## config.mk

```make
export PLATFORM = sky130hd
export DESIGN_NAME = temp_sample_proc
export DESIGN_NICKNAME = d
export VERILOG_FILES = /design/src/rtl/adt7420_pkg.sv /design/src/rtl/temp_window_buf.sv /design/src/rtl/temp_sample_proc.sv
export SDC_FILE = /design/constraint.sdc
export NUM_CORES = 1
export LEC_CHECK = 0
export CAP_MARGIN = 20
export CORE_ASPECT_RATIO = 1.25
export CORE_MARGIN = 4
export CORE_UTILIZATION = 40
export CTS_CLUSTER_DIAMETER = 40
export DETAILED_ROUTE_END_ITERATION = 6
export GPL_TIMING_DRIVEN = 0
export PLACE_DENSITY = 0.61
export SLEW_MARGIN = 25
export SYNTH_ARGS = -nofsm -noshare
export SYNTH_HDL_FRONTEND = slang
export SYNTH_SLANG_ARGS = --single-unit
```

## constraint.sdc

```tcl
create_clock -name FSM_Clk -period 6.1 [get_ports FSM_Clk]
set_clock_uncertainty 0.2 [all_clocks]
set_input_delay 1.22 -clock FSM_Clk [delete_from_list [all_inputs] [get_ports FSM_Clk]]
set_output_delay 1.22 -clock FSM_Clk [all_outputs]
set_load 0.01 [all_outputs]
```

## src/rtl/adt7420_pkg.sv

```systemverilog
// Shared definitions for the ADT7420 temperature sample processing path:
// default widths, FSM state encodings and the min/max preset constants.
package adt7420_pkg;

  localparam int TW_DEFAULT       = 13;
  localparam int WIN_LOG2_DEFAULT = 3;

  // Min starts at the most positive value and max at the most negative one,
  // so any real reading immediately replaces both.
  localparam logic [12:0] MIN_INIT = 13'h0FFF;
  localparam logic [12:0] MAX_INIT = 13'h1000;

  typedef enum logic [1:0] {
    IDLE    = 2'd0,
    CONVERT = 2'd1,
    UPDATE  = 2'd2,
    REPORT  = 2'd3
  } state_t;

endpackage

```

## src/rtl/temp_window_buf.sv

```systemverilog
// Circular averaging window: 2^WIN_LOG2 temperature words, a wrapping write
// pointer, and a read port that shows the entry about to be overwritten.
import adt7420_pkg::*;

module temp_window_buf #(
  parameter int WIN_LOG2 = WIN_LOG2_DEFAULT,
  parameter int TW       = TW_DEFAULT
) (
  input  logic                 clock,
  input  logic                 reset,
  input  logic                 i_clear,
  input  logic                 i_wrEn,
  input  logic signed [TW-1:0] i_wrData,
  output logic signed [TW-1:0] o_oldest
);

  localparam int DEPTH = 1 << WIN_LOG2;

  logic signed [TW-1:0] r_entries [DEPTH];
  logic [WIN_LOG2-1:0]  r_wrPtr;

  // Entries are zeroed on reset/clear so a partly filled window averages in zeros;
  // the pointer wraps naturally because the depth is a power of two.
  always_ff @(posedge clock) begin
    if (reset || i_clear) begin
      for (int i = 0; i < DEPTH; i++) begin
        r_entries[i] <= '0;
      end
      r_wrPtr <= '0;
    end else if (i_wrEn) begin
      r_entries[r_wrPtr] <= i_wrData;
      r_wrPtr            <= r_wrPtr + WIN_LOG2'(1);
    end
  end

  assign o_oldest = r_entries[r_wrPtr];

endmodule

```

## src/rtl/temp_sample_proc.sv

```systemverilog
// Temperature sample processor: converts raw sensor bytes, keeps a running
// window average, min/max, a saturating sample count, an over-temperature
// alarm with hysteresis and a sticky overrun flag for dropped samples.
import adt7420_pkg::*;

module temp_sample_proc #(
  parameter int WIN_LOG2 = WIN_LOG2_DEFAULT,
  parameter int TW       = TW_DEFAULT
) (
  input  logic                 FSM_Clk,
  input  logic                 reset,
  input  logic                 sample_valid,
  input  logic [7:0]           temp_msb,
  input  logic [7:0]           temp_lsb,
  input  logic                 clear_stats,
  input  logic signed [TW-1:0] alarm_thr,
  input  logic [7:0]           alarm_hyst,
  output logic signed [TW-1:0] temp_cur,
  output logic signed [TW-1:0] temp_avg,
  output logic signed [TW-1:0] temp_min,
  output logic signed [TW-1:0] temp_max,
  output logic                 out_valid,
  output logic                 avg_valid,
  output logic                 alarm,
  output logic                 overrun,
  output logic [15:0]          sample_count
);

  localparam int          SW          = TW + WIN_LOG2;
  localparam int          AW          = TW + 2;
  localparam logic [15:0] WIN_DEPTH16 = 16'(1 << WIN_LOG2);

  state_t               r_state;
  logic [7:0]           r_rawMsb;
  logic [4:0]           r_rawLsbHi;
  logic signed [TW-1:0] r_tempCur;
  logic signed [TW-1:0] r_tempAvg;
  logic signed [TW-1:0] r_tempMin;
  logic signed [TW-1:0] r_tempMax;
  logic signed [SW-1:0] r_sum;
  logic                 r_outValid;
  logic                 r_avgValid;
  logic                 r_alarm;
  logic                 r_overrun;
  logic [15:0]          r_sampleCount;

  logic signed [TW-1:0] w_oldest;
  logic signed [SW-1:0] w_sumNext;
  logic signed [AW-1:0] w_curExt;
  logic signed [AW-1:0] w_thrExt;
  logic signed [AW-1:0] w_hystExt;
  logic signed [AW-1:0] w_clrLevel;
  logic [15:0]          w_countNext;
  logic                 w_winWrite;
  logic                 w_unusedLsbBits;

  // The three low LSB bits are sensor status flags and carry no temperature.
  assign w_unusedLsbBits = ^temp_lsb[2:0];

  assign w_winWrite  = (r_state == UPDATE) && !clear_stats;
  assign w_sumNext   = r_sum + SW'(r_tempCur) - SW'(w_oldest);
  assign w_countNext = (r_sampleCount == 16'hFFFF) ? r_sampleCount : r_sampleCount + 16'd1;

  // Release level is formed two bits wider so threshold minus hysteresis cannot wrap.
  assign w_curExt   = AW'(r_tempCur);
  assign w_thrExt   = AW'(alarm_thr);
  assign w_hystExt  = AW'({1'b0, alarm_hyst});
  assign w_clrLevel = w_thrExt - w_hystExt;

  temp_window_buf #(
    .WIN_LOG2 (WIN_LOG2),
    .TW       (TW)
  ) u_window (
    .clock    (FSM_Clk),
    .reset    (reset),
    .i_clear  (clear_stats),
    .i_wrEn   (w_winWrite),
    .i_wrData (r_tempCur),
    .o_oldest (w_oldest)
  );

  // Sample FSM: IDLE accepts a read, CONVERT forms the word, UPDATE folds it into
  // the statistics and raises out_valid so every output is fresh during REPORT.
  always_ff @(posedge FSM_Clk) begin
    if (reset) begin
      r_state       <= IDLE;
      r_rawMsb      <= '0;
      r_rawLsbHi    <= '0;
      r_tempCur     <= '0;
      r_tempAvg     <= '0;
      r_tempMin     <= TW'(MIN_INIT);
      r_tempMax     <= TW'(MAX_INIT);
      r_sum         <= '0;
      r_outValid    <= 1'b0;
      r_avgValid    <= 1'b0;
      r_alarm       <= 1'b0;
      r_overrun     <= 1'b0;
      r_sampleCount <= '0;
    end else if (clear_stats) begin
      r_state       <= IDLE;
      r_tempMin     <= TW'(MIN_INIT);
      r_tempMax     <= TW'(MAX_INIT);
      r_sum         <= '0;
      r_outValid    <= 1'b0;
      r_avgValid    <= 1'b0;
      r_overrun     <= 1'b0;
      r_sampleCount <= '0;
    end else begin
      r_outValid <= 1'b0;
      if (sample_valid && (r_state != IDLE)) begin
        r_overrun <= 1'b1;
      end
      case (r_state)
        IDLE: begin
          if (sample_valid) begin
            r_rawMsb   <= temp_msb;
            r_rawLsbHi <= temp_lsb[7:3];
            r_state    <= CONVERT;
          end
        end
        CONVERT: begin
          r_tempCur <= TW'({r_rawMsb, r_rawLsbHi});
          r_state   <= UPDATE;
        end
        UPDATE: begin
          r_sum     <= w_sumNext;
          r_tempAvg <= TW'(w_sumNext >>> WIN_LOG2);
          if (r_sampleCount == 16'd0) begin
            r_tempMin <= r_tempCur;
            r_tempMax <= r_tempCur;
          end else begin
            if (r_tempCur < r_tempMin) r_tempMin <= r_tempCur;
            if (r_tempCur > r_tempMax) r_tempMax <= r_tempCur;
          end
          r_sampleCount <= w_countNext;
          if (w_countNext >= WIN_DEPTH16) r_avgValid <= 1'b1;
          if (r_tempCur >= alarm_thr) begin
            r_alarm <= 1'b1;
          end else if (w_curExt < w_clrLevel) begin
            r_alarm <= 1'b0;
          end
          r_outValid <= 1'b1;
          r_state    <= REPORT;
        end
        REPORT: begin
          r_state <= IDLE;
        end
        default: begin
          r_state <= IDLE;
        end
      endcase
    end
  end

  assign temp_cur     = r_tempCur;
  assign temp_avg     = r_tempAvg;
  assign temp_min     = r_tempMin;
  assign temp_max     = r_tempMax;
  assign out_valid    = r_outValid;
  assign avg_valid    = r_avgValid;
  assign alarm        = r_alarm;
  assign overrun      = r_overrun;
  assign sample_count = r_sampleCount;

endmodule

```

==> results.toml <==
[synthesis]
synth_edf_count = 104
synth_xor_area_share_pct = 2.37
yosysTopAreaCellShare_pct = 26.5
synthFlopType = "dfxtp_1"
yosysSeqAreaShare_pct = 44.9
synthMuxAreaShare_pct = 8.57
synth_top_family_by_area = "simple AND/OR/NAND/NOR gates"
synth_fp_nets = 1307
ys_types = 64
async_flop_share_pct = 0
synthAdderAreaFrac_pct = 11.4
ys_warn_count = 0
synth.area.top_cells = "edfxtp_1 (26%), dfxtp_1 (18%), ha_1 (8.7%)"
syn_area_um2 = 11800
syn_area_per_cell_um2 = 10.1
syn_inst = 1168
synth_compound_area_share_pct = 9.96
synthSimpleGateAreaFrac_pct = 16.7
yosys.area.top_type = "edfxtp_1"
synth.ff_latch_count = 213

[layout]
fin_area_um2 = 14400
area_growth_pct = 22.4
diodes = 0
layout-drive-gt1-share_pct = 8.93
final_nets = 1451

[die]
fp-row-count = 70
die_width_um = 162
die-area_um2 = 32300
io_pins = 113
core-area_um2 = 29200
die_h_um = 200
start_util_pct = 40.5

[critical_path]
slowest_stage = "mux4_2"
ff2ff_path_depth = 14
path_depth = 14
cp.arrival_ns = 5.33
endpoint_kind = "flip-flop"
cp.required_ns = 6.29
cp_num_buf_inv = 3
rrSetupSlack_ns = 0.97
critPathMaxStageDelay_ns = 0.61
critPathMaxFanout = 10
path_delay_family = "compound AO/OA/AOI/OAI gates"
cp-start-kind = "flip-flop"
path_class = "reg2reg"
path_cells = "clkbuf_1, buf_2, mux4_2, mux2_2, fa_1, inv_1, ha_1, a21oi_1, o21ai_0, a21o_2, a221o_1, o31a_1, nor3_1, a2111oi_2"

[placement]
place_congestion = 0.882
hpwl_um = 24900
numPortBuffers = 109
dpl_cell_area_um2 = 13500

[clock_tree]
cts-resized-gates = 0
worst_skew_pair.late_latency_ns = 0.54
h-tree-depth = 1
cts_buffers = 28
cts_tree = "yes"
clk_pin_slew_ns = 0.06
cts_root_buf = "clkbuf_16"
postCtsSetupBuffers = 0
postCtsHoldBufs = 0
clock_sinks = 213
clock_path_buffers = 3

[pwr]
clockPowerShare_pct = 47.5
p_leak_uw = 0.00581
swShare_pct = 24.3
vdd_drop_max_v = 0.000199
internal_power_uw = 2620
power_density_nw_per_um2 = 240
p_sw_uw = 840
p_comb_share_pct = 7.8
seqPwrFrac_pct = 44.8

[routing]
routed_wl_um = 34400
antenna_left = 0
wl_per_cell_um = 19.9
drt_iter0_drc = 694
vias = 9373
viasPerCell = 5.42
drcViolationCount = 0
dr.pass1.iters = 5

[timing]
rsz0062_at_grt = "no"
max_slew_margin_pct = 35.0
fin_tns_setup_ns = 0
period_minus_slack_ns = 5.13
final_hold_viol_count = 0
fin_crit_sh_pct = 84.2
max_freq_mhz = 195
tightest_slew_ns = 0.976
drv_slew = 0
final-setup-viol-count = 0

[global_route]
antenna_found_initial = 1
grt_max_degree = 14
grt_pass1_wl_um = 53000
grt_pass1_vias = 9388
grt_usage_pct = 21.1
grt_overflow = 0

[min_path]
worstHoldStart = "temp_avg[0]"
whs_path_depth = 2
hold_path_class = "reg2reg"

[outcome]
run_status = "complete, no violations"

[job]
drv_cap = 0
## worst min-delay path, stage by stage (launching register included)
cell	delay (ns)
dfxtp_1	0.31
nand2_1	0.05
a21oi_1	0.05
## stage by stage
stage | hold slack, ns | total power [uW] | worst slack [ns] | instances | util [%]
floorplan | 0.232 | 1750 | 1.61 | 1168 | -
global placement | 0.243 | 1840 | 0.974 | 1673 | 45.9
detailed placement | 0.249 | 1850 | 0.921 | 1678 | 46.3
CTS | 0.257 | 3480 | 0.897 | 1729 | 49.5
global route | 0.280 | 3570 | 0.669 | 1729 | 49.5
finish | 0.254 | 3460 | 0.965 | 1729 | 49.5
## registers in the layout, summed over array words and instances, names as in the netlist, named ones only
signal              cells
alarm                   1
avg_valid               1
out_valid               1
overrun                 1
r_rawLsbHi              5
r_rawMsb                8
r_state                 2
r_sum                  16
sample_count           16
temp_avg               13
temp_cur               13
temp_max               13
temp_min               13
u_window.r_entries    104
u_window.r_wrPtr        3
## kinds of logic after synthesis
kind of cell | after synthesis
compound gates | 184
flops | 213
buf+inv | 184
mux | 67
xor+xnor | 32
fa+ha+maj | 98
simple gates | 390
## synth_stat cells (all sizes together), types with 16 or more instances
cell    count
mux4       26
nor2       68
ha         82
clkbuf     49
o211ai     17
dfxtp     109
nor3       59
mux2i      28
xnor2      19
a21o       19
edfxtp    104
nor4       45
o21ai      36
and2       28
a21oi      66
nand2     106
fa         16
inv       107
## path summary, 6_finish.rpt
check | to
setup / recovery | temp_avg[12]
hold / removal | temp_avg[0]
hold reg to reg | temp_avg[0]
setup reg to reg | temp_avg[12]
## routing by layer
layer  track usage [%]  wire length [um]  up-vias
li1                  -                 -     4476
met2              38.1             17200      303
met3              3.08              2030       76
met4              8.99              1500        2
met1              25.0             13500     4516
met5              1.76                83        -
## cell usage in the layout, fill, tap and decap left out, types with 12 or more instances in the layout
cell type,instances
o21ai_0,31
clkdlybuf4s50_1,109
and3_1,12
dfxtp_1,109
nor3_1,58
nor4_1,43
mux2_2,13
nand2_1,106
clkbuf_16,29
mux4_2,26
xor2_1,13
nand3_1,14
ha_1,82
a21o_1,18
and2_1,27
mux2i_1,28
clkbuf_1,52
xnor2_1,19
o211ai_1,17
clkinv_1,15
nor2_1,68
nand4_1,12
inv_1,107
fa_1,16
edfxtp_1,104
a21oi_1,66
## cell type report
cell class | instances | area, um^2
Fill cell | 2697 | 14700
Multi-Input combinational cell | 771 | 5850
Sequential cell | 213 | 5310
Timing Repair Buffer | 114 | 1150
Clock buffer | 32 | 737
Tap cell | 396 | 495
Inverter | 120 | 450
Buffer | 64 | 262
Clock inverter | 19 | 200
## power groups by stage
| stage | combinational (uW) | sequential, uW | clock (uW) |
|---|---|---|---|
| after floorplan | 173 | 1570 | 0 |
| after global placement | 258 | 1580 | 0 |
| after detailed placement | 268 | 1580 | 0 |
| after CTS | 270 | 1550 | 1660 |
| after global routing | 300 | 1550 | 1720 |
| final | 269 | 1550 | 1640 |
(Power assumes the default switching activity.)
